### src/rtl/fwd_hazard_ctrl.sv
// Forwarding and load-use hazard controller for the 5-stage RV32I pipeline.
// Tracks destination tags for EX/MEM/WB and drives the EX operand mux selects.
module fwd_hazard_ctrl #(
    parameter int STALL_CNT_W = 16
) (
    input  logic                   clk,
    input  logic                   rst,
    input  logic                   id_valid,
    input  logic [4:0]             id_rs1,
    input  logic [4:0]             id_rs2,
    input  logic                   id_use_rs1,
    input  logic                   id_use_rs2,
    input  logic [4:0]             id_rd,
    input  logic                   id_regwrite,
    input  logic                   id_memread,
    input  logic                   ex_flush,
    output logic [1:0]             fwd_a_sel,
    output logic [1:0]             fwd_b_sel,
    output logic                   stall,
    output logic                   idex_bubble,
    output logic                   ifid_flush,
    output logic [STALL_CNT_W-1:0] stall_cnt
);

    localparam logic [1:0] SEL_RF  = 2'b00;
    localparam logic [1:0] SEL_WB  = 2'b01;
    localparam logic [1:0] SEL_MEM = 2'b10;

    logic       ex_valid;
    logic [4:0] ex_rd;
    logic       ex_regwrite;
    logic       ex_memread;
    logic [4:0] ex_rs1;
    logic [4:0] ex_rs2;
    logic       ex_use_rs1;
    logic       ex_use_rs2;

    logic       mem_valid;
    logic [4:0] mem_rd;
    logic       mem_regwrite;

    logic       wb_valid;
    logic [4:0] wb_rd;
    logic       wb_regwrite;

    logic       ex_load_new;
    logic       hit_rs1;
    logic       hit_rs2;

    // MEM is checked before WB so the youngest producer of a register wins.
    function automatic logic [1:0] pick_sel(
        input logic       consumer_valid,
        input logic       use_rs,
        input logic [4:0] rs,
        input logic       m_valid,
        input logic       m_regwrite,
        input logic [4:0] m_rd,
        input logic       w_valid,
        input logic       w_regwrite,
        input logic [4:0] w_rd
    );
        logic [1:0] sel;
        sel = SEL_RF;
        if (consumer_valid && use_rs && (rs != 5'd0)) begin
            if (m_valid && m_regwrite && (m_rd == rs)) begin
                sel = SEL_MEM;
            end else if (w_valid && w_regwrite && (w_rd == rs)) begin
                sel = SEL_WB;
            end
        end
        return sel;
    endfunction

    always_comb begin
        fwd_a_sel = pick_sel(ex_valid, ex_use_rs1, ex_rs1, mem_valid, mem_regwrite, mem_rd,
                             wb_valid, wb_regwrite, wb_rd);
        fwd_b_sel = pick_sel(ex_valid, ex_use_rs2, ex_rs2, mem_valid, mem_regwrite, mem_rd,
                             wb_valid, wb_regwrite, wb_rd);
    end

    // A flush squashes the ID instruction, so it can never be the cause of a stall.
    always_comb begin
        hit_rs1     = id_use_rs1 && (id_rs1 == ex_rd);
        hit_rs2     = id_use_rs2 && (id_rs2 == ex_rd);
        stall       = id_valid && !ex_flush && ex_valid && ex_memread &&
                      (ex_rd != 5'd0) && (hit_rs1 || hit_rs2);
        idex_bubble = stall || ex_flush;
        ifid_flush  = ex_flush;
        ex_load_new = id_valid && !stall && !ex_flush;
    end

    always_ff @(posedge clk) begin
        if (rst) begin
            ex_valid     <= 1'b0;
            ex_rd        <= 5'd0;
            ex_regwrite  <= 1'b0;
            ex_memread   <= 1'b0;
            ex_rs1       <= 5'd0;
            ex_rs2       <= 5'd0;
            ex_use_rs1   <= 1'b0;
            ex_use_rs2   <= 1'b0;
            mem_valid    <= 1'b0;
            mem_rd       <= 5'd0;
            mem_regwrite <= 1'b0;
            wb_valid     <= 1'b0;
            wb_rd        <= 5'd0;
            wb_regwrite  <= 1'b0;
        end else begin
            if (ex_load_new) begin
                ex_valid    <= 1'b1;
                ex_rd       <= id_rd;
                ex_regwrite <= id_regwrite;
                ex_memread  <= id_memread;
                ex_rs1      <= id_rs1;
                ex_rs2      <= id_rs2;
                ex_use_rs1  <= id_use_rs1;
                ex_use_rs2  <= id_use_rs2;
            end else begin
                ex_valid    <= 1'b0;
                ex_rd       <= 5'd0;
                ex_regwrite <= 1'b0;
                ex_memread  <= 1'b0;
                ex_rs1      <= 5'd0;
                ex_rs2      <= 5'd0;
                ex_use_rs1  <= 1'b0;
                ex_use_rs2  <= 1'b0;
            end
            mem_valid    <= ex_valid;
            mem_rd       <= ex_rd;
            mem_regwrite <= ex_regwrite;
            wb_valid     <= mem_valid;
            wb_rd        <= mem_rd;
            wb_regwrite  <= mem_regwrite;
        end
    end

    always_ff @(posedge clk) begin
        if (rst) begin
            stall_cnt <= '0;
        end else if (stall && (stall_cnt != {STALL_CNT_W{1'b1}})) begin
            stall_cnt <= stall_cnt + STALL_CNT_W'(1);
        end
    end

endmodule

### config.mk
export PLATFORM = sky130hd
export DESIGN_NAME = fwd_hazard_ctrl
export DESIGN_NICKNAME = d
export VERILOG_FILES = /design/src/rtl/fwd_hazard_ctrl.sv
export SDC_FILE = /design/constraint.sdc
export NUM_CORES = 1
export LEC_CHECK = 0
export BUFFER_PORTS_ARGS = -buffer_cell sky130_fd_sc_hd__buf_2
export CORE_MARGIN = 2
export CORE_UTILIZATION = 45
export CTS_BUF_LIST = sky130_fd_sc_hd__clkbuf_4
export DETAILED_ROUTE_END_ITERATION = 16
export GPL_ROUTABILITY_DRIVEN = 0
export PLACE_DENSITY = 0.74
export SETUP_SLACK_MARGIN = 0.15
export SLEW_MARGIN = 20
export SYNTH_ARGS = -nofsm -noshare
export SYNTH_HDL_FRONTEND = slang
export SYNTH_SLANG_ARGS = --single-unit
### constraint.sdc
create_clock -name clk -period 2.35 [get_ports clk]
set_input_delay 0.47 -clock clk [delete_from_list [all_inputs] [get_ports clk]]
set_output_delay 0.47 -clock clk [all_outputs]
set_load 0.005 [all_outputs]
---- Word-level counts from Yosys, hierarchy flattened ----
Cells that the tools add are included.
word-level totals
  register bits ........................... 50
  input bits .............................. 23
  output and inout bits ................... 23
  logic and storage cells ................. 59
cells by class
  add/sub/neg operators ................... 1
  equality and inequality tests ........... 7
  muxes and demuxes ....................... 7
  bitwise logic cells ..................... 1
  reduce and logical (&&, ||, !) cells .... 28
operator list
  kind                                           number
  equality test 5 bit                            6
  logical AND 1 bit                              20
  adder 16 x 1 -> 16 bit, second input constant  1
  != test 16 bit, second input constant          1
  nonzero test 5 bit                             3
  two-way mux 2 bit                              4
  two-way mux 1 bit                              3
  logical NOT 1 bit                              2
  logical OR 1 bit                               2
  OR reduction 2 bit                             1
  NOT 1 bit                                      1

---- Longest topological paths before layout ----
  depth after elaboration ................. 11
  mapped depth ............................ 8
  gate-level depth less buffers ........... 6

---- Worst setup path before layout ----
No wires, ideal clock.
  path kind ............................... input-to-output
  start point ............................. input id_rs2[3]
  end point ............................... output idex_bubble
  arrival ................................. 1459 ps
  required time ........................... 1880 ps
  slack ................................... 421 ps
  stages .................................. 6
  buffers on the path ..................... 1
  cells stage by stage .................... xnor2_1 -> nand4_1 -> o22a_1 -> clkbuf_1 -> nor2_1 -> or2_2
between the ends
  cells in the longest elaborated chain, start to end .. 5
RTL lines
  item                 line  RTL
  from (decl)          10    input logic [4:0] id_rs2,
  equality test 5 bit  84    hit_rs2 = id_use_rs2 && (id_rs2 == ex_rd);
  logical AND 1 bit    84
  logical OR 1 bit     86    (ex_rd != 5'd0) && (hit_rs1 || hit_rs2);
  logical AND 1 bit    86
  net stall            19    output logic stall,
  logical OR 1 bit     87    idex_bubble = stall || ex_flush;
  to (decl)            20    output logic idex_bubble,
The timed path passes the listed nets, and every way through them passes these cells.

---- Worst setup path after layout ----
  start point ............................. register ex_rd[3]
  end point ............................... output idex_bubble
between the ends
  cells in the longest elaborated chain, start to end .. 5
  elaborated cells on any way between the ends .. 9
  those cells by class .................... eq/ne: 2; reduce/logical: 7
RTL lines
  item                                           line    RTL
  from (decl)                                    30      logic [4:0] ex_rd;
  from (signal assigned)                         111     ex_rd <= id_rd;
  equality test 5 bit, on equally long branches  83, 84
  logical AND 1 bit, on equally long branches    83, 84
  logical OR 1 bit                               86
  logical AND 1 bit *                            86
  logical OR 1 bit *                             87
Mark *: on every way between the ends. The rest lies on a longest branch, timed or not.

==> insert_results.sql <==
INSERT INTO impl_metrics (metric_group, metric, value, unit) VALUES
('outcome', 'status', 'finished clean', ''),
('place', 'dpl.hpwl', '3.597', 'mm'),
('finish', 'area_growth_syn_to_layout', '23.30', '%'),
('critical_path', 'crit_path_start', 'ex_rd[3]', ''),
('floorplan', 'design.die.area', '0.005557', 'mm²'),
('floorplan', 'floorplan.die.width', '74.55', 'µm'),
('critical_path', 'critical-path-slowest-cell', 'sky130_fd_sc_hd__or4_4', ''),
('yosys', 'synth_top_family_by_area', 'simple AND/OR/NAND/NOR gates', ''),
('global_route', 'number_of_global_route_vias_before_repair', '1673', ''),
('timing', 'layout_worst_path_cycle_share', '0.9995', ''),
('timing', 'relSlewSlack', '0.6831', ''),
('finish', 'sequential_cell_area', '0.001020', 'mm²'),
('timing', 'max_slew_vio_count', '0', ''),
('finish', 'final.fill_count', '446', ''),
('critical_path', 'timing.critical_path.to_type', 'primary output', ''),
('routing', 'ant_nets', '0', ''),
('floorplan', 'std_cell_rows', '25', ''),
('place', 'preCtsSetupSlack', '0.2319', 'ns'),
('pwr', 'share_comb_of_total_power', '0.082', ''),
('global_route', 'globalRouteOverflowTotal', '0', ''),
('finish', 'layout.cells.non_filler', '356', ''),
('yosys', 'syn_inst', '231', ''),
('yosys', 'yosys.area_share.xor_xnor', '0.1173', ''),
('timing', 'finClkSkew', '0.01117', 'ns'),
('clocking', 'root_buffer', 'sky130_fd_sc_hd__clkbuf_4', ''),
('routing', 'drc_errors', '0', ''),
('clocking', 'clock_tree.buffer_depth', '2', ''),
('yosys', 'synth.yosys.seq_area_share', '0.4469', ''),
('pwr', 'power-per-cell-area', '501.3', 'mW/mm²'),
('yosys', 'post_synthesis_compound_gate_area_fraction', '0.1184', ''),
('hold_path', 'type_of_the_worst_min_delay_path', 'primary input to flop', ''),
('routing', 'drt-total-wl', '4.942', 'mm'),
('place', 'io_buffer_count', '45', ''),
('routing', 'vias', '1889', ''),
('yosys', 'yosysWarnings', '0', ''),
('critical_path', 'peak_fanout_along_the_critical_path', '2', ''),
('pwr', 'p_sw_frac', '0.2495', ''),
('critical_path', 'worst-r2r-setup-slack', '0.21', 'ns'),
('floorplan', 'starting_density_of_the_core', '0.4711', ''),
('global_route', 'grt.met3_usage', '0.04743', ''),
('clocking', 'cts.reportedPaths.clkPinSlew', '0.14', 'ns'),
('critical_path', 'timing.critical_path.cells', 'or4_4 > o2111ai_4 > nor2_2 > or2_4 > buf_6', ''),
('pwr', 'leakagePower', '1.100', 'nW'),
('clocking', 'ctsHtreeMaxLevel', '2', ''),
('critical_path', 'endpoint', 'idex_bubble', ''),
('yosys', 'synthesis.nets', '255', ''),
('yosys', 'synth.lib_cells_used.distinct', '38', ''),
('floorplan', 'dieHeight', '74.55', 'µm'),
('timing', 'grt_setup_unrepaired', 'true', ''),
('global_route', 'grt_pass1_wl', '7.776', 'mm'),
('pwr', 'intPower', '1.039', 'mW'),
('critical_path', 'critPathKind', 'flop to primary output', ''),
('pwr', 'power.share.sequential', '0.631', ''),
('global_route', 'grt_start_max_net_pins', '28', ''),
('floorplan', 'placeableCoreArea', '0.004755', 'mm²'),
('critical_path', 'required', '1.88', 'ns'),
('yosys', 'synth_enable_flop_cells', '0', ''),
('global_route', 'grt-busiest-layer', 'met2', ''),
('timing', 'final.setup.worst_slack', '0.001153', 'ns'),
('finish', 'layout_common_cells', '44 x sky130_fd_sc_hd__buf_2, 39 x sky130_fd_sc_hd__dfxtp_1, 19 x sky130_fd_sc_hd__and2_1, 17 x sky130_fd_sc_hd__xnor2_1, 16 x sky130_fd_sc_hd__nor2b_1', ''),
('finish', 'layout-drive-gt1-share', '0.3287', ''),
('routing', 'drtPass1Iterations', '5', ''),
('yosys', 'synth-seq-cells', '50', ''),
('finish', 'fin_nets', '312', ''),
('routing', 'drt-wirelength-per-cell', '13.88', 'µm'),
('global_route', 'antenna_found_initial', '0', ''),
('clocking', 'clock_tree_from_tritoncts', 'done', ''),
('critical_path', 'worst_path_largest_cell_delay', '0.55', 'ns'),
('timing', 'setup_viol', '0', ''),
('yosys', 'synth.cell_area', '0.002240', 'mm²'),
('timing', 'hold_viol_final', '0', '');
[power groups by stage]
stage | Combinational (mW) | Sequential [mW] | Clock [mW]
floorplan | 0.0603 | 0.889 | 0
global placement | 0.0928 | 0.892 | 0
detailed placement | 0.0944 | 0.893 | 0
CTS | 0.101 | 0.874 | 0.410
global route | 0.123 | 0.875 | 0.450
finish | 0.113 | 0.873 | 0.398
[flip-flops by register name, summed over array words and instances, names as in the netlist, 5 cells and up]
signal	count
stall_cnt	16
ex_rd	5
mem_rd	5
ex_rs2	5
wb_rd	5
ex_rs1	5
[critical path: cells and delay by family, from the launching register on]
family	cells	cell delay (ns)
buffers and inverters	1	0.11
AOI/OAI and AO/OA	1	0.21
and+or+nand+nor	3	0.85
DFF	1	0.35
[stage by stage]
stage          instance area (µm²)  utilization  TNS (ns)  hold WS, ns
2_1_floorplan                 2240            -         0       0.4138
3_3_place_gp                  2552       0.5368         0       0.4201
3_5_place_dp                  2552       0.5368         0       0.4366
4_1_cts                       2661       0.5597  -0.03246       0.2798
5_1_grt                       2761       0.5808  -0.07746       0.2595
6_report                      2761       0.5808         0       0.2891
[area by class of cell]
class                           count  area share
Clock buffer                        5     0.01359
Clock inverter                      3    0.008609
Multi-Input combinational cell    166      0.4440
Timing Repair Buffer               61      0.1287
Tap cell                           67     0.03036
Inverter                            4    0.005437
Sequential cell                    50      0.3693
[worst min-delay path by stage]
stage                           start      endpoint
after floorplan           ex_regwrite  mem_regwrite
after global placement    ex_regwrite  mem_regwrite
after detailed placement  ex_regwrite  mem_regwrite
after CTS                    id_rd[3]      ex_rd[3]
after global routing         id_rd[4]      ex_rd[4]
final                      id_memread    ex_memread
[cell usage after synthesis (all sizes together) (3+ instances only)]
cell type / n / area, µm²
and3: 4 / 25.02
xnor2: 20 / 175.2
xor2: 10 / 87.58
nor3: 6 / 30.03
nor4: 4 / 25.02
nor2b: 16 / 100.1
clkbuf: 6 / 22.52
o31ai: 12 / 95.09
or4: 14 / 105.1
nor2: 3 / 11.26
dfxtp: 50 / 1001
inv: 4 / 15.01
nand3: 9 / 45.04
nand4: 8 / 50.05
and2: 19 / 118.9
nand2: 7 / 26.28
buf: 5 / 48.79
a21oi: 13 / 65.06
[logic make-up after synthesis]
kind of cell             after synthesis
AND/OR/NAND/NOR                       98
flip-flops                            50
AO/OA/AOI/OAI                         36
XOR/XNOR                              30
buffers and inverters                 15
multiplexers                           1
adder cells (fa/ha/maj)                1
[metal layers]
layer / wire length [µm] / vias up / part of all wire
met5: 0 / - / 0
met3: 181 / 5 / 0.037
met1: 2287 / 888 / 0.46
met2: 2407 / 47 / 0.49
li1: - / 949 / -
met4: 65 / 0 / 0.013
[timing repair]
item	4_1_cts	5_1_grt
endpoints found under the setup margin	4	13
buffers inserted	3	3
resized for setup	10	17
pin swaps	4	16
Power figures use the tool's default switching activity.
